<file path="src/rtl/mux_bus_arbiter.sv">
// mux_bus_arbiter
//   Round-robin arbiter sharing one 4x1 bus multiplexer among four requesters.
//   Each owner holds the bus for at most MAX_HOLD cycles (0 = unlimited), and
//   one dead turnaround cycle with no grant separates consecutive owners.
//
// Optional feature macro: ARB_LOCK_EN (adds the lock input; while lock is high
//   during a tenure, the MAX_HOLD release is suppressed).
//
// Parameters:
//   MAX_HOLD - maximum consecutive grant cycles per tenure, 0 = unlimited
//   HOLD_W   - hold counter width, MAX_HOLD <= 2**HOLD_W - 1
//
// Ports:
//   clk   in   rising-edge clock
//   rst   in   synchronous active-high reset
//   req   in   [3:0] request, bit i = requester i
//   lock  in   tenure lock (ARB_LOCK_EN only)
//   grant out  [3:0] one-hot grant, zero when no owner (registered)
//   s1    out  mux select LSB, owner index bit 0 (registered)
//   s2    out  mux select MSB, owner index bit 1 (registered)
//   busy  out  high while a grant is active (registered)
module mux_bus_arbiter #(
    parameter int unsigned MAX_HOLD = 8,
    parameter int unsigned HOLD_W   = 4
) (
    input  logic       clk,
    input  logic       rst,
    input  logic [3:0] req,
`ifdef ARB_LOCK_EN
    input  logic       lock,
`endif
    output logic [3:0] grant,
    output logic       s1,
    output logic       s2,
    output logic       busy
);

    localparam logic [1:0] ST_IDLE = 2'd0;
    localparam logic [1:0] ST_BUSY = 2'd1;
    localparam logic [1:0] ST_TURN = 2'd2;

    localparam bit              HOLD_EN    = (MAX_HOLD != 0);
    localparam logic [HOLD_W-1:0] HOLD_SAT   = {HOLD_W{1'b1}};
    // Count value seen on the edge that closes a full MAX_HOLD-cycle tenure.
    localparam logic [HOLD_W-1:0] HOLD_LIMIT = HOLD_W'((MAX_HOLD == 0) ? 0 : MAX_HOLD - 1);

    logic [1:0]        state_q, state_d;
    logic [3:0]        grant_q, grant_d;
    logic [1:0]        sel_q,   sel_d;
    logic              busy_q,  busy_d;
    logic [HOLD_W-1:0] hold_q,  hold_d;
    logic [1:0]        last_q,  last_d;

    logic              win_vld_c;
    logic [1:0]        win_idx_c;
    logic              lock_c;
    logic              release_c;

`ifdef ARB_LOCK_EN
    assign lock_c = lock;
`else
    assign lock_c = 1'b0;
`endif

    // Round-robin pick: first set request scanning upward from last+1 with wrap.
    always_comb begin
        logic [1:0] cand;
        win_vld_c = 1'b0;
        win_idx_c = 2'd0;
        cand      = 2'd0;
        for (int k = 3; k >= 0; k--) begin
            cand = last_q + 2'd1 + 2'(k);
            if (req[cand]) begin
                win_vld_c = 1'b1;
                win_idx_c = cand;
            end
        end
    end

    // Owner leaves when its request drops or its tenure budget is used up.
    assign release_c = !req[sel_q]
                     || (HOLD_EN && (hold_q == HOLD_LIMIT) && !lock_c);

    // Next-state and registered-output logic.
    always_comb begin
        state_d = state_q;
        grant_d = grant_q;
        sel_d   = sel_q;
        busy_d  = busy_q;
        hold_d  = hold_q;
        last_d  = last_q;
        case (state_q)
            ST_IDLE, ST_TURN: begin
                grant_d = 4'b0000;
                busy_d  = 1'b0;
                if (win_vld_c) begin
                    state_d = ST_BUSY;
                    grant_d = 4'b0001 << win_idx_c;
                    sel_d   = win_idx_c;
                    busy_d  = 1'b1;
                    hold_d  = '0;
                end else begin
                    state_d = ST_IDLE;
                end
            end
            ST_BUSY: begin
                if (hold_q != HOLD_SAT) begin
                    hold_d = hold_q + HOLD_W'(1);
                end
                // Select lines keep the old owner through the dead cycle.
                if (release_c) begin
                    state_d = ST_TURN;
                    grant_d = 4'b0000;
                    busy_d  = 1'b0;
                    last_d  = sel_q;
                end
            end
            default: begin
                state_d = ST_IDLE;
                grant_d = 4'b0000;
                busy_d  = 1'b0;
            end
        endcase
    end

    // State and output registers with synchronous reset.
    always_ff @(posedge clk) begin
        if (rst) begin
            state_q <= ST_IDLE;
            grant_q <= 4'b0000;
            sel_q   <= 2'b00;
            busy_q  <= 1'b0;
            hold_q  <= '0;
            last_q  <= 2'd3;
        end else begin
            state_q <= state_d;
            grant_q <= grant_d;
            sel_q   <= sel_d;
            busy_q  <= busy_d;
            hold_q  <= hold_d;
            last_q  <= last_d;
        end
    end

    assign grant = grant_q;
    assign s1    = sel_q[0];
    assign s2    = sel_q[1];
    assign busy  = busy_q;

endmodule
</file>
<file path="config.mk">
export PLATFORM = sky130hd
export DESIGN_NAME = mux_bus_arbiter
export DESIGN_NICKNAME = d
export VERILOG_FILES = /design/src/rtl/mux_bus_arbiter.sv
export SDC_FILE = /design/constraint.sdc
export NUM_CORES = 1
export LEC_CHECK = 0
export BUFFER_PORTS_ARGS = -buffer_cell sky130_fd_sc_hd__buf_2
export CAP_MARGIN = 20
export CORE_MARGIN = 2
export CORE_UTILIZATION = 50
export CTS_BUF_LIST = sky130_fd_sc_hd__clkbuf_4
export DETAILED_ROUTE_END_ITERATION = 16
export GPL_TIMING_DRIVEN = 0
export PLACE_DENSITY = 0.75
export SKIP_CTS_REPAIR_TIMING = 1
export SKIP_LAST_GASP = 1
export SLEW_MARGIN = 20
export SYNTH_ARGS = -nofsm -noshare
export SYNTH_HDL_FRONTEND = slang
export SYNTH_SLANG_ARGS = --single-unit
</file>
<file path="constraint.sdc">
create_clock -name clk -period 2.86 [get_ports clk]
set_input_delay 0.429 -clock clk [delete_from_list [all_inputs] [get_ports clk]]
set_output_delay 0.429 -clock clk [all_outputs]
set_load 0.05 [all_outputs]
</file>
* Word-level counts from Yosys, hierarchy flattened
Cells that the tools add are included.
Word-level totals: register bits after elaboration 15, output and inout port bits 7, word-level logic and storage cells 62
Cells by class: $add $sub $neg 5, order comparisons 5, equality and inequality tests 7, shift operators 1, mux-type cells 30, reductions and logical operators 8
Operators by type and width (count):
- 2-to-1 mux 4 bit | 4
- one-hot mux 4 bit (2 select lines) | 2
- < comparator 2 x 3 -> 1 bit (second input constant) | 5
- 2-to-1 mux 1 bit | 12
- binary-select mux 1 bit (select 2 bit) | 5
- 2-to-1 mux 2 bit | 5
- inequality test 2 bit (second input constant) | 3
- adder 2 x 1 -> 2 bit (second input constant) | 2
- adder 2 bit (second input constant) | 2
- adder 4 x 1 -> 4 bit (second input constant) | 1
- equality test 4 x 3 -> 1 bit (second input constant) | 1
- inequality test 4 bit (second input constant) | 1
- one-hot mux 2 bit (2 select lines) | 1
- AND reduction 2 bit | 2
- left shift 1 x 2 -> 4 bit (first input constant) | 1
- AND reduction 3 bit | 1
- equality test 2 x 1 -> 1 bit (second input constant) | 1
- equality test 2 bit (second input constant) | 1
- logical NOT 2 bit | 1
- one-hot mux 1 bit (2 select lines) | 1
- nonzero test 2 bit | 1
- OR reduction 2 bit | 1
- logical NOT 1 bit | 1
- logical OR 1 bit | 1

* Longest topological paths before layout
depth in word-level cells 11, gate-level depth with buffers 5

* Worst setup path before layout
OpenSTA, ideal clock, no wires.
path kind register -> register, start point reg sel_q[0], end point reg last_q[1], library setup time 120 ps, data arrival time 1690 ps, slack 1051 ps, cell stages (with the launch flop) 5, path buffers 0, cells stage by stage dfxtp_1 mux4_2 nand2_2 nand2_2 a211o_1
On the way: word-level cells in the longest chain between the ends 5
Ends and longest elaborated chain:
- start, declared | RTL line 49 | logic [1:0] sel_q, sel_d;
- start signal, assigned | RTL line 138 | sel_q <= sel_d;
- binary-select mux 1 bit (select 2 bit) | RTL line 81 | assign release_c = !req[sel_q]
- 2-to-1 mux 1 bit (not written as such) | RTL line 81
- logical NOT 1 bit | RTL line 81
- logical OR 1 bit | RTL line 82 | || (HOLD_EN && (hold_q == HOLD_LIMIT) && !lock_c);
- AND reduction 2 bit (no source line)
- end signal, assigned | RTL line 141 | last_q <= last_d;
- end, declared | RTL line 52 | logic [1:0] last_q, last_d;
No other way between the ends. The select of a mux whose other input is x is not followed. A chain may end at the register's enable or synchronous reset.

* Worst setup path after layout
Ends and elaborated chain as after synthesis.

==> impl_metrics.ini <==
[routing]
drt-pass1-iter-count = 4
drt_wl_total_mm = 1.42
num_vias = 616
drcViolationCount = 0
initialDrtViolationCount = 9
avgRoutedWirePerCell_um = 13.4
viasPerCell = 5.81
ant_nets = 0

[worst_setup_path]
end_kind = flop
cp_common_cell = nand2_2
crit_path_top_delay_cell = mux4_2
crit_required_ps = 3050
ff2ff_path_depth = 4
cpPeakStageDelay_ps = 550
crit_fanout = 5
cp_cell_sequence = mux4_2 -> nand2_2 -> nand2_2 -> a211o_1
setup.worst_path.start_class = flop
path_class = reg2reg
cp.arrival_ps = 1720

[synth]
syn_area_per_cell_um2 = 9.19
synth_edf_count = 0
synth_common_cells = dfxtp_1, a21oi_1, nor2_1
synth_top_cell_by_area = dfxtp_1
ys_seq_area_share_pct = 40.7
yosysMostFrequentCell = dfxtp_1
yosysTopAreaCellShare_pct = 40.7
synth_cell_types = 32
postSynth.asyncResetShare_pct = 0
synth_flop_cell = dfxtp_1
syn-instance-count = 75
syn_nets = 82
yosys_register_bits = 14
yosys-top-cells-area = dfxtp_1, a32o_1, a21oi_1, mux4_2, nor2_1
synth_area_um2 = 689
ys.warnings.count = 0

[clocking]
cts_tree = done
worstSkewPairLatency_ps = 290
cts_inserted_buffers = 3
cts_buffer_depth = 2
cts_root_buffer = clkbuf_4
clkTransAtPathRegs_ps = 90
htreeDepth = 1
clkSinkCount = 14

[finish]
final_core_util_pct = 61.1
nNetsFinal = 99
n_fill_cell = 122
drive_gt1_share_pct = 24.2
regArea_um2 = 280
area_growth_pct = 15.2
diodes = 0
multi_input_area_um2 = 388

[sta]
setup_viol = 0
finalCritPeriodShare_pct = 53.5
worstMarginPinSlew_ps = 469
fin_skew_ps = 10.5
fin_tns_setup_ps = 0
min_period_ps = 1530
setup_slack_ps = 1330
clock.fmax_mhz = 653
slew_viol_final = 0
final_hold_viol_count = 0
slew-limit-headroom_pct = 68.3
rsz0062_at_grt = false

[power_and_ir_drop]
ir_drop_uv = 307
leakage_nw = 0.316
powerDensity_nw_per_um2 = 578

[die]
die_area_um2 = 1690
initial_core_util_pct = 53.0
die_y_um = 41.1
core_area_um2 = 1300
fp.dieW_um = 41.1
rows = 13
io_pins = 13

[worst_hold_path]
hold_path.class = reg2reg
hold_depth = 1

[place]
port_buffers = 12
globalplace.congestion = 0.769
post-place-ws_ps = 1250
place_hpwl_mm = 1.08

[global_routing]
antenna_found_initial = 0
overflow = 0
grt_pass1_vias = 519
grt_pass1_wl_mm = 2.10
grt.total_usage_pct = 19.2
grt_max_degree = 11

[outcome]
outcome = complete, no violations

[flow_run]
cap_violations = 0
## layer usage
layer  vias to the layer above  GRT usage, %  wire length [um]
li1                        317             -                 -
met1                       280          25.4               675
met2                        14          29.7               651
met3                         5          3.26                61
met4                         0          9.68                31
met5                         -             0                 0
## through the flow
stage | hold slack (ps) | instance area, um2 | power [mW] | instances
after global placement | 449 | 768 | 0.341 | 102
after floorplan | 449 | 689 | 0.315 | 75
after CTS | 478 | 795 | 0.458 | 106
after global routing | 492 | 795 | 0.478 | 106
after detailed placement | 454 | 768 | 0.343 | 102
final | 479 | 795 | 0.460 | 106
## registers in the layout (all words and copies together), names as in the netlist
name,cells
grant,4
hold_q,4
last_q,2
sel_q,2
state_q,2
## power by group
part	internal (mW)	switching, mW	leakage, nW
clock network	0.0508	0.0700	0.0154
registers	0.209	0.0122	0.115
logic	0.0422	0.0754	0.186
total	0.302	0.158	0.316
## final timing paths
kind,from,endpoint,slack [ps]
setup reg to reg,sel_q[0],last_q[1],1330
hold / removal,grant[1],grant[1],480
hold reg to reg,grant[1],grant[1],480
setup / recovery,sel_q[0],last_q[1],1330
## logic make-up after synthesis
kind of cell / count (synthesis) / synth area share [%]
and+or+nand+nor: 27 / 20.0
xor gates and xnor gates: 1 / 1.27
DFF: 14 / 40.7
adders and majority gates: 1 / 1.81
buffers and inverters: 3 / 3.08
AOI/OAI and AO/OA: 27 / 28.3
muxes: 2 / 4.90
## critical path: cells and delay by family (launching register included)
family / cells / cell delay [ps]
mux: 1 / 550
flops: 1 / 440
compound gates: 1 / 280
simple gates: 2 / 160
## layout make-up
type | count | share of cell area [%]
timing repair buffer | 12 | 7.56
inverter | 1 | 0.472
buffer | 2 | 2.20
tap | 15 | 2.36
clock buffer | 3 | 2.83
sequential | 14 | 35.3
clock inverter | 1 | 0.472
multi-input combinational | 58 | 48.8
## placed cells by master (no fill, tap or decap), drive strengths merged, types with 2 or more instances in the layout
cell type  netlist  routed
a32o             4       4
nor2             6       6
nor2b            2       2
a21oi            7       7
nand2b           3       3
nand3            4       4
o21ai            4       4
clkbuf           2       5
dfxtp           14      14
a21o             3       3
nand2            6       6
nor3             3       3
buf              0      12
No activity file was read; power rests on OpenSTA's default activity.
